`src/rtl/dcm_prog_seq.sv`:
```
// Upstream program sequencer for the dcm: debounced buttons, selection, and an issue/wait/retry handshake.
// Optional feature: define DCM_PROG_AUTO_LOAD_EN so that an up/down change of cur_sel also starts a transfer.
module dcm_prog_seq #(
    parameter int unsigned PROG_W      = 3,
    parameter int unsigned DEB_CYCLES  = 4,
    parameter int unsigned ACK_TIMEOUT = 16,
    parameter int unsigned MAX_RETRY   = 2
) (
    input  logic              clk,
    input  logic              rst,
    input  logic              btn_up,
    input  logic              btn_down,
    input  logic              btn_load,
    input  logic [PROG_W-1:0] prog_out,
    output logic [PROG_W-1:0] prog_in,
    output logic              update,
    output logic [PROG_W-1:0] cur_sel,
    output logic              busy,
    output logic              err
);

    localparam int unsigned NumBtn = 3;
    localparam int unsigned DebW   = $clog2(DEB_CYCLES) + 1;
    localparam int unsigned TmoW   = $clog2(ACK_TIMEOUT) + 1;
    localparam int unsigned RtyW   = $clog2(MAX_RETRY) + 1;

    typedef enum logic [1:0] {
        StIdle,
        StIssue,
        StWait,
        StFail
    } state_e;

    // Button lanes: bit 0 up, bit 1 down, bit 2 load.
    logic [NumBtn-1:0]            btn_raw;
    logic [NumBtn-1:0]            sync1_q, sync2_q;
    logic [NumBtn-1:0]            lvl_q, lvl_d;
    logic [NumBtn-1:0]            evt_q, evt_d;
    logic [NumBtn-1:0][DebW-1:0]  deb_cnt_q, deb_cnt_d;

    logic [PROG_W-1:0] cur_sel_q, cur_sel_d;
    logic [PROG_W-1:0] req_q, req_d;
    logic [TmoW-1:0]   tmo_cnt_q, tmo_cnt_d;
    logic [RtyW-1:0]   retry_cnt_q, retry_cnt_d;
    logic              err_q, err_d;
    state_e            state_q, state_d;

    logic up_evt, down_evt, load_evt, start;

    assign btn_raw = {btn_load, btn_down, btn_up};

    always_comb begin
        lvl_d     = lvl_q;
        evt_d     = '0;
        deb_cnt_d = deb_cnt_q;
        for (int i = 0; i < NumBtn; i++) begin
            if (sync2_q[i] != lvl_q[i]) begin
                if (deb_cnt_q[i] == DebW'(DEB_CYCLES - 1)) begin
                    lvl_d[i]     = ~lvl_q[i];
                    deb_cnt_d[i] = '0;
                    evt_d[i]     = ~lvl_q[i];
                end else begin
                    deb_cnt_d[i] = deb_cnt_q[i] + DebW'(1);
                end
            end else begin
                deb_cnt_d[i] = '0;
            end
        end
    end

    assign up_evt   = evt_q[0];
    assign down_evt = evt_q[1];
    assign load_evt = evt_q[2];

    always_comb begin
        cur_sel_d = cur_sel_q;
        if (up_evt && !down_evt) begin
            cur_sel_d = cur_sel_q + PROG_W'(1);
        end else if (down_evt && !up_evt) begin
            cur_sel_d = cur_sel_q - PROG_W'(1);
        end
    end

`ifdef DCM_PROG_AUTO_LOAD_EN
    logic auto_req_q, auto_req_d;

    // One-cycle request: dropped if the FSM is not idle when it arrives.
    assign auto_req_d = up_evt ^ down_evt;
    assign start      = load_evt | auto_req_q;

    always_ff @(posedge clk or negedge rst) begin
        if (!rst) begin
            auto_req_q <= 1'b0;
        end else begin
            auto_req_q <= auto_req_d;
        end
    end
`else
    assign start = load_evt;
`endif

    always_comb begin
        state_d     = state_q;
        req_d       = req_q;
        tmo_cnt_d   = tmo_cnt_q;
        retry_cnt_d = retry_cnt_q;
        err_d       = err_q;
        case (state_q)
            StIdle: begin
                if (start) begin
                    req_d       = cur_sel_q;
                    retry_cnt_d = '0;
                    state_d     = StIssue;
                end
            end
            StIssue: begin
                tmo_cnt_d = '0;
                state_d   = StWait;
            end
            StWait: begin
                tmo_cnt_d = tmo_cnt_q + TmoW'(1);
                // A match wins over a timeout landing in the same cycle.
                if (prog_out == req_q) begin
                    err_d   = 1'b0;
                    state_d = StIdle;
                end else if (tmo_cnt_q == TmoW'(ACK_TIMEOUT - 1)) begin
                    if (retry_cnt_q < RtyW'(MAX_RETRY)) begin
                        retry_cnt_d = retry_cnt_q + RtyW'(1);
                        state_d     = StIssue;
                    end else begin
                        err_d   = 1'b1;
                        state_d = StFail;
                    end
                end
            end
            StFail: begin
                state_d = StIdle;
            end
            default: begin
                state_d = StIdle;
            end
        endcase
    end

    always_ff @(posedge clk or negedge rst) begin
        if (!rst) begin
            sync1_q     <= '0;
            sync2_q     <= '0;
            lvl_q       <= '0;
            evt_q       <= '0;
            deb_cnt_q   <= '0;
            cur_sel_q   <= '0;
            req_q       <= '0;
            tmo_cnt_q   <= '0;
            retry_cnt_q <= '0;
            err_q       <= 1'b0;
            state_q     <= StIdle;
        end else begin
            sync1_q     <= btn_raw;
            sync2_q     <= sync1_q;
            lvl_q       <= lvl_d;
            evt_q       <= evt_d;
            deb_cnt_q   <= deb_cnt_d;
            cur_sel_q   <= cur_sel_d;
            req_q       <= req_d;
            tmo_cnt_q   <= tmo_cnt_d;
            retry_cnt_q <= retry_cnt_d;
            err_q       <= err_d;
            state_q     <= state_d;
        end
    end

    // Decoded straight from the state flop so reset kills the strobe without waiting for a clock.
    assign update  = (state_q == StIssue);
    assign busy    = (state_q == StIssue) || (state_q == StWait);
    assign prog_in = req_q;
    assign cur_sel = cur_sel_q;
    assign err     = err_q;

endmodule

```
`config.mk`:
```
export PLATFORM = sky130hd
export DESIGN_NAME = dcm_prog_seq
export DESIGN_NICKNAME = d
export VERILOG_FILES = /design/src/rtl/dcm_prog_seq.sv
export SDC_FILE = /design/constraint.sdc
export NUM_CORES = 1
export LEC_CHECK = 0
export BUFFER_PORTS_ARGS = -buffer_cell sky130_fd_sc_hd__buf_2
export CELL_PAD_IN_SITES_DETAIL_PLACEMENT = 0
export CELL_PAD_IN_SITES_GLOBAL_PLACEMENT = 1
export CORE_ASPECT_RATIO = 1.25
export CORE_UTILIZATION = 45
export DETAILED_ROUTE_END_ITERATION = 10
export PLACE_DENSITY = 0.83
export SLEW_MARGIN = 25
export SYNTH_ARGS = -nofsm -noshare
export SYNTH_HDL_FRONTEND = slang
export SYNTH_SLANG_ARGS = --single-unit
export TNS_END_PERCENT = 1
```
`constraint.sdc`:
```
create_clock -name clk -period 2.4 [get_ports clk]
set_clock_uncertainty 0.2 [all_clocks]
set_input_delay 0.12 -clock clk [delete_from_list [all_inputs] [get_ports clk]]
set_output_delay 0.12 -clock clk [all_outputs]
set_load 0.005 [all_outputs]
```
==> results of run 1 <==
==> cell usage after synthesis <==
cell / n / area share [%]
a211oi_2: 1 / 0.77
a21oi_1: 1 / 0.31
a2bb2oi_2: 1 / 0.92
a31oi_1: 2 / 0.77
a31oi_4: 1 / 1.3
and2b_1: 1 / 0.46
and3_1: 1 / 0.38
and3b_1: 3 / 1.6
buf_2: 2 / 0.61
dfrtp_1: 37 / 57
fa_1: 1 / 1.2
ha_1: 10 / 7.7
inv_1: 12 / 2.8
mux2_2: 7 / 4.8
nand2_1: 5 / 1.2
nand2b_1: 2 / 0.77
nand3_1: 3 / 0.92
nand3_2: 1 / 0.61
nand3b_1: 2 / 0.92
nand4_1: 1 / 0.38
nor2_1: 6 / 1.4
nor2b_1: 2 / 0.77
nor3_1: 2 / 0.61
nor3b_1: 8 / 3.7
o21ai_0: 6 / 1.8
o21ai_1: 1 / 0.31
o221ai_1: 1 / 0.54
o22ai_1: 1 / 0.38
o2bb2ai_1: 1 / 0.54
xnor2_1: 7 / 3.8
xor2_1: 2 / 1.1
==> worst max-delay path, delay by kind of cell, from the launching register on <==
family                     cells  cell delay (ns)
AOI/OAI and AO/OA              2             0.37
adders and majority gates      2             0.38
and+or+nand+nor                3             0.37
DFF                            1             0.38
==> where the power goes <==
group | switching, mW | leakage [nW] | internal, mW
Clock | 0.214 | 0.0574 | 0.338
Sequential | 0.123 | 0.474 | 0.789
Combinational | 0.354 | 0.359 | 0.345
Total | 0.691 | 0.891 | 1.47
==> registers in the layout, summed over array words and instances, names as in the netlist, 2 cells and up <==
register	flops
sync1_q	3
deb_cnt_q	9
evt_q	3
sync2_q	3
retry_cnt_q	2
prog_in	3
cur_sel	3
state_q	2
lvl_q	3
tmo_cnt_q	5
==> kinds of logic (layout without fill, tap and decap cells) <==
group | after synthesis | count (layout) | synth area share (%)
AOI/OAI and AO/OA | 16 | 16 | 7.668
xor gates and xnor gates | 9 | 9 | 4.832
adders and majority gates | 11 | 11 | 8.896
buffers and inverters | 14 | 41 | 3.374
DFF | 37 | 37 | 56.75
muxes | 7 | 7 | 4.832
and+or+nand+nor | 37 | 37 | 13.65
==> stage by stage <==
| step | std cells | hold slack (ns) | setup slack (ns) |
|---|---|---|---|
| after CTS | 197 | 0.1129 | 0.6015 |
| after global routing | 197 | 0.1484 | 0.4573 |
| after detailed placement | 185 | 0.02967 | 0.6170 |
| after global placement | 185 | 0.02975 | 0.6802 |
| after floorplan | 131 | -0.3756 | 0.7392 |
| final | 197 | 0.1247 | 0.6174 |
==> layout make-up <==
type	count	area [µm²]	area share, %
sequential	37	925.9	48.27
multi-input combinational	80	650.6	33.92
timing repair buffer	21	127.6	6.654
clock buffer	6	82.58	4.305
tap	39	48.80	2.544
inverter	12	45.04	2.348
clock inverter	2	37.54	1.957
==> per-layer routing <==
layer / routed length (µm) / vias to the layer above / global-route usage [%]
met5: 0 / - / 0
met4: 29 / 0 / 5.691
met3: 84 / 2 / 5.224
met2: 1235 / 18 / 24.50
met1: 1053 / 477 / 16.10
li1: - / 495 / -
==> timing repair <==
| item | 4_1_cts | 5_1_grt |
|---|---|---|
| endpoints found under the setup margin | 0 | 0 |
| hold buffers | 4 | 0 |
| buffers inserted | 0 | 0 |
| endpoints found under the hold margin | 40 | 0 |
==> cell usage in the layout (no fill, tap or decap), drive strengths merged, types with 2 or more instances in the layout <==
master,n
dfrtp,37
buf,17
inv,12
ha,10
nor3b,8
xnor2,7
mux2,7
o21ai,7
nor2,6
clkbuf,6
nand2,5
dlygate4sd3,4
nand3,4
and3b,3
a31oi,3
nor2b,2
nor3,2
nand2b,2
xor2,2
nand3b,2
==> worst min-delay path by stage <==
| stage | from | to | slack [ns] |
|---|---|---|---|
| 2_1_floorplan | rst | cur_sel[0] | -0.38 |
| 3_3_place_gp | btn_load | sync1_q[2] | 0.03 |
| 3_5_place_dp | btn_down | sync1_q[1] | 0.03 |
| 4_1_cts | prog_out[0] | err | 0.11 |
| 5_1_grt | prog_out[0] | err | 0.15 |
| 6_report | prog_out[0] | err | 0.12 |
==> impl_metrics.json, run 1 <==
{
  "status": "completed",
  "cts.sink_count": 37,
  "fillCellCount": 306,
  "syn_inst": 131,
  "crit_top_cell": "ha_1",
  "max_stage_delay_ns": 0.38,
  "cts_resized": 0,
  "maxCapViolCount": 0,
  "fin_area_um2": 1918,
  "die_y_um": 69.32,
  "routedWlPerCell_um": 12.19,
  "synth_fp_nets": 150,
  "grt_max_degree": 38,
  "setup_viol": 0,
  "grt_setup_unrepaired": "false",
  "yosysWarningCount": 0,
  "antenna_found_initial": 0,
  "first_pass_iters": 4,
  "critPathKind": "reg -> reg",
  "dpl.hpwl_um": 1768,
  "r2r_cells": 7,
  "grt_pass1_wl_um": 4271,
  "end_kind": "register",
  "crit_start": "tmo_cnt_q[0]",
  "power_mw": 2.162,
  "nNetsFinal": 176,
  "drtIter0Drc": 22,
  "p_leak_nw": 0.8908,
  "crit_path_end": "retry_cnt_q[0]",
  "ios": 17,
  "relSlewSlack_pct": 47.69,
  "tritoncts": "done",
  "fin_util_pct": 55.06,
  "die_w_um": 55.86,
  "place_area_um2": 1758,
  "r2r_end": "retry_cnt_q[0]",
  "numCtsBuffers": 5,
  "start_util_pct": 46.84,
  "synth_seq_cells": 37,
  "vias": 992,
  "max_freq_mhz": 561.0,
  "htreeDepth": 2,
  "clk_pin_slew_ns": 0.07,
  "crit_slowest_cell": "dfrtp_1",
  "hold_viol": 0,
  "final.period_utilization_pct": 74.27,
  "timing.rr.start": "tmo_cnt_q[0]",
  "tightest_slew_ns": 0.7846,
  "clock_path_buffers": 2,
  "cp_cell_sequence": "ha_1 > and3_1 > ha_1 > nand2b_1 > a211oi_2 > nand4_1 > o221ai_1",
  "power_density_nw_per_um2": 1127,
  "postSynthAreaPerCell_um2": 12.45,
  "setup.worst_path.start_class": "register",
  "std_cell_rows": 24,
  "hold_path.class": "in -> reg",
  "ir_drop_uv": 869.6,
  "diodes": 0,
  "critPathRequiredTime_ns": 2.40,
  "crit_arrival_ns": 1.78,
  "ant_nets": 0,
  "route.detailed.drc": 0,
  "cts_root_buf": "clkbuf_8",
  "synthDistinctLibCells": 31,
  "via_per_inst": 5.036,
  "worstSkewPairLatency_ns": 0.28,
  "die_area_um2": 3872,
  "gp_congestion": 0.7449,
  "wl_um": 2402,
  "overflow": 0,
  "area_growth_pct": 17.56,
  "layout_min_cycle_time_ns": 1.783,
  "holdPathStages": 5,
  "fin_setup_tns_ns": 0,
  "rrSetupSlack_ns": 0.62,
  "core_area_um2": 3483,
  "portBuffers": 16,
  "seq_area_frac_synth_pct": 56.75,
  "grt_use_total_pct": 14.30,
  "syn_area_um2": 1632,
  "critPathMaxFanout": 3,
  "maxSlewViolCount": 0,
  "drive_gt1_share_pct": 22.78,
  "grt_pass1_vias": 1019
}
(Power assumes the default switching activity.)
==> run 2: changes to the inputs <==
CORE_UTILIZATION = 42   (was 45)
PLACE_DENSITY = 0.82   (was 0.83)
clock period = 1.5 ns   (was 2.4 ns; I/O delays follow)
==> run 2 against run 1 <==
  * The flow now finishes with violations (design-rule violations, negative setup slack)
  * Largest cell class unchanged
  * Highest routed layer unchanged
  * Clock power increased by 24%
  * Final area increased by 8.3%
  * Critical path depth unchanged
  * Critical endpoint is now retry_cnt_q[1]
  * Non-clock buffer count increased by 16
  * Sequential share of layout area decreased by 3.7 points
==> impl_metrics.json, run 2 (synthesis gave the netlist of run 1 again) <==
{
  "p_leak_nw": 0.9559,
  "core_area_um2": 3603,
  "cts.sink_count": 37,
  "fillCellCount": 292,
  "diodes": 0,
  "crit_arrival_ns": 1.68,
  "worstSkewPairLatency_ns": 0.29,
  "htreeDepth": 2,
  "maxCapViolCount": 0,
  "grt_pass1_vias": 1105,
  "min-delay-start": "prog_out[0]",
  "ir_drop_uv": 919.9,
  "rrSetupSlack_ns": -0.17,
  "relSlewSlack_pct": 69.82,
  "wl_um": 2761,
  "die_y_um": 71.69,
  "dpl.hpwl_um": 2001,
  "area_growth_pct": 27.38,
  "hold_path.class": "in -> reg",
  "vias": 1084,
  "critPathKind": "reg -> reg",
  "cts_root_buf": "clkbuf_8",
  "portBuffers": 16,
  "hold_path_end": "err",
  "grt_max_degree": 38,
  "maxSlewViolCount": 0,
  "setup_ws_ns": -0.1663,
  "hold_viol": 0,
  "first_pass_iters": 7,
  "drtIter0Drc": 72,
  "numCtsBuffers": 5,
  "final_common_cell": "dfrtp_1",
  "route.detailed.drc": 2,
  "power_mw": 3.648,
  "clk_pin_slew_ns": 0.08,
  "ios": 17,
  "drive_gt1_share_pct": 37.36,
  "power_density_nw_per_um2": 1755,
  "die_area_um2": 4139,
  "layout_min_cycle_time_ns": 1.666,
  "status": "finished, violations left",
  "final.period_utilization_pct": 111.1,
  "tightest_slew_ns": 0.4526,
  "holdPathStages": 5,
  "end_kind": "register",
  "setup_viol": 7,
  "clock_path_buffers": 2,
  "timing.rr.start": "tmo_cnt_q[1]",
  "via_per_inst": 5.089,
  "r2r_end": "retry_cnt_q[1]",
  "critPathRequiredTime_ns": 1.51,
  "start_util_pct": 45.28,
  "max_freq_mhz": 600.1,
  "gp_congestion": 0.8032,
  "fin_area_um2": 2078,
  "r2r_cells": 7,
  "std_cell_rows": 24,
  "grt_use_total_pct": 15.62,
  "regMostFlops": "deb_cnt_q",
  "reg_top3": "deb_cnt_q (9), tmo_cnt_q (5)",
  "routedWlPerCell_um": 12.96,
  "place_area_um2": 1903,
  "grt_setup_unrepaired": "true",
  "nNetsFinal": 192,
  "violations": "design-rule violations, negative setup slack",
  "ant_nets": 0,
  "largest_reg_flops": 9,
  "overflow": 0,
  "die_w_um": 57.75,
  "tritoncts": "done",
  "grt_pass1_wl_um": 4788,
  "layout_common_cells": "dfrtp_1 (37), buf_2 (16), buf_4 (16), inv_1 (10)",
  "antenna_found_initial": 0,
  "critPathMaxFanout": 3,
  "setup.worst_path.start_class": "register"
}
run 2: cell count changes in the layout (fill, tap and decap cells not counted), sizes merged:
cell and change:
buf +16, clkinvlp +2, bufinv -1, clkbuf -1
run 2: worst max-delay path: stages (launching register included):
cell,delay (ns)
dfrtp_1,0.36
ha_2,0.19
and3_4,0.19
ha_4,0.15
nand2b_4,0.06
a211oi_4,0.23
nand2_1,0.08
o21ai_1,0.13
run 2: where the power goes:
group / internal (mW) / switching, mW
clock: 0.325 / 0.362
combinational: 0.831 / 0.697
sequential: 1.26 / 0.171
run 2: repair_timing:
action,CTS,global route
setup endpoints to repair,9,16
buffers inserted,1,0
gates resized for setup,2,8
hold buffers,4,0
pin swaps,3,0
endpoints found under the hold margin,40,0
run 2: metal layers:
layer / GRT usage, % / share of wire, %
met5: 0 / 0
met4: 7.937 / 1.3
met3: 5.596 / 5.0
met2: 25.45 / 52
met1: 18.06 / 42
run 2: area by class of cell:
class / instances / area [µm²] / share of cell area (%)
Sequential cell: 37 / 925.9 / 44.55
Multi-Input combinational cell: 80 / 715.7 / 34.44
Timing Repair Buffer: 37 / 251.5 / 12.10
Clock buffer: 5 / 68.82 / 3.311
Tap cell: 39 / 48.80 / 2.348
Inverter: 12 / 45.04 / 2.167
Clock inverter: 3 / 22.52 / 1.084
run 2: how the worst max path moves through the flow:
stage            startpoint        endpoint  cells past startpoint
6_report       tmo_cnt_q[1]  retry_cnt_q[1]                      7
5_1_grt        tmo_cnt_q[1]  retry_cnt_q[1]                      7
4_1_cts          state_q[0]            busy                      4
3_5_place_dp   tmo_cnt_q[1]  retry_cnt_q[1]                      7
3_3_place_gp       evt_q[1]      cur_sel[2]                      7
2_1_floorplan  tmo_cnt_q[1]  retry_cnt_q[0]                      7
run 2: through the flow:
stage          hold WS [ns]  std cells  utilization [%]  setup WS (ns)  setup TNS (ns)
5_1_grt             0.09011        213            57.67        -0.2523          -1.276
2_1_floorplan       -0.4206        131                -       -0.08986         -0.4217
3_3_place_gp       -0.05933        200            52.81        -0.1287         -0.5248
6_report            0.06042        213            57.67        -0.1663         -0.7016
4_1_cts             0.05532        213            56.88        -0.1701         -0.9645
3_5_place_dp       -0.05487        200            52.81        -0.1833         -0.7271
==> run 3: changes to the inputs <==
--- a/constraint.sdc
+++ b/constraint.sdc
@@ -4,2 +4,2 @@
 set_output_delay 0.075 -clock clk [all_outputs]
-set_load 0.005 [all_outputs]
+set_load 0.02 [all_outputs]
==> run 3 against run 2 <==
  * The run ends with negative setup slack left
  * Utilization increased by 1.9 points
  * Maximum frequency is 2.4% lower
  * Worst hold slack got worse by 0.010 ns
  * Critical path depth stayed put
  * Wire length rose by 8.9%
  * Global-route usage is 2.0 points higher
  * Final area is 3.3% higher
  * Sequential power about the same
  * Via count is the same
  * Power up 8.3%
  * Register-to-register slack worse by 0.04 ns
  * Critical endpoint is now retry_cnt_q[0]
  * Highest routed layer unchanged
==> impl_metrics.json, run 3 (synthesis gave the netlist of run 1 again) <==
{
  "drive_gt1_share_pct": 39.77,
  "cts.sink_count": 37,
  "die_area_um2": 4139,
  "wl_um": 3007,
  "numCtsBuffers": 5,
  "r2r_cells": 7,
  "layout_common_cells": "dfrtp_1 (37), buf_4 (19), buf_2 (15), inv_1 (8)",
  "relSlewSlack_pct": 70.30,
  "std_cell_rows": 24,
  "setup_viol": 7,
  "crit_start": "tmo_cnt_q[1]",
  "routedWlPerCell_um": 13.99,
  "ant_nets": 0,
  "cts_root_buf": "clkbuf_8",
  "gp_congestion": 0.7581,
  "maxCapViolCount": 0,
  "setup.worst_path.start_class": "register",
  "hold_viol": 0,
  "cp_num_buf_inv": 0,
  "dpl.hpwl_um": 2227,
  "ios": 17,
  "tritoncts": "done",
  "via_per_inst": 5.042,
  "antenna_found_initial": 0,
  "setup_ws_ns": -0.2069,
  "status": "finished, violations left",
  "crit_slowest_cell": "dfrtp_1",
  "cp_cell_sequence": "ha_2 > and3_4 > ha_4 > nand2b_4 > a211oi_4 > nand4_1 > o221ai_1",
  "violations": "negative setup slack",
  "max_freq_mhz": 585.9,
  "critPathMaxFanout": 3,
  "rrSetupSlack_ns": -0.21,
  "max_stage_delay_ns": 0.36,
  "critPathRequiredTime_ns": 1.51,
  "timing.rr.start": "tmo_cnt_q[1]",
  "vias": 1084,
  "tightest_slew_ns": 0.4455,
  "crit_arrival_ns": 1.72,
  "first_pass_iters": 4,
  "final.period_utilization_pct": 113.8,
  "path_delay_family": "simple AND/OR/NAND/NOR gates",
  "clk_pin_slew_ns": 0.07,
  "grt_use_total_pct": 17.59,
  "nNetsFinal": 194,
  "p_leak_nw": 0.9942,
  "maxSlewViolCount": 0,
  "layout_min_cycle_time_ns": 1.707,
  "regMostFlops": "deb_cnt_q",
  "start_util_pct": 45.28,
  "worstSkewPairLatency_ns": 0.30,
  "diodes": 0,
  "clock_path_buffers": 2,
  "die_y_um": 71.69,
  "end_kind": "register",
  "grt_pass1_vias": 1176,
  "critPathKind": "reg -> reg",
  "grt_setup_unrepaired": "true",
  "core_area_um2": 3603,
  "ir_drop_uv": 873.9,
  "route.detailed.drc": 0,
  "portBuffers": 16,
  "hold_path.class": "in -> async",
  "fin_util_pct": 59.55,
  "place_ws_ns": -0.2302,
  "die_w_um": 57.75,
  "grt_pass1_wl_um": 5202,
  "final_common_cell": "dfrtp_1",
  "area_growth_pct": 31.52,
  "cp.depth": 7,
  "htreeDepth": 2,
  "grt_max_degree": 21,
  "largest_reg_flops": 9,
  "drtIter0Drc": 25,
  "reg_top3": "deb_cnt_q (9), tmo_cnt_q (5)",
  "overflow": 0,
  "power_density_nw_per_um2": 1841
}
## run 3: final cells by class
cell class	count	area, µm²
Clock buffer	5	68.82
Clock inverter	3	46.29
Sequential cell	37	925.9
Timing Repair Buffer	39	277.8
Tap cell	39	48.80
Multi-Input combinational cell	80	733.2
Inverter	12	45.04
Fill cell	298	1458
## run 3: power by group
| part | internal (mW) | switching (mW) |
|---|---|---|
| combinational | 0.817 | 0.811 |
| sequential | 1.26 | 0.192 |
| clock | 0.497 | 0.373 |
## run 3: path summary, 6_finish.rpt
check / to
max in group asynchronous: deb_cnt_q[0]
worst min register to register: sync2_q[2]
worst max-delay path: retry_cnt_q[0]
worst min-delay path: tmo_cnt_q[2]
min in group clk: retry_cnt_q[0]
worst max register to register: retry_cnt_q[0]
## run 3: timing repair
action / in CTS / in global routing
pin swaps: 2 / 4
hold buffers: 4 / 0
setup endpoints to repair: 9 / 17
setup buffers: 0 / 1
resized for setup: 4 / 7
endpoints found under the hold margin: 40 / 0
## run 3: layer usage
layer / global-route usage (%) / wire [µm]
met2: 30.88 / 1581
met3: 5.415 / 111
met1: 18.38 / 1213
met4: 10.05 / 101
met5: 0 / 0
## run 3: metrics by stage
stage	hold WS (ns)	cells	total power, mW	area, µm²	TNS [ns]
2_1_floorplan	-0.4206	131	2.506	1679	-0.3897
3_3_place_gp	-0.1627	202	2.933	1943	-0.5481
3_5_place_dp	-0.1587	202	3.031	1943	-0.8898
4_1_cts	0.06313	214	3.947	2108	-1.004
5_1_grt	0.1064	215	4.231	2146	-1.441
6_report	0.05000	215	3.951	2146	-0.7940
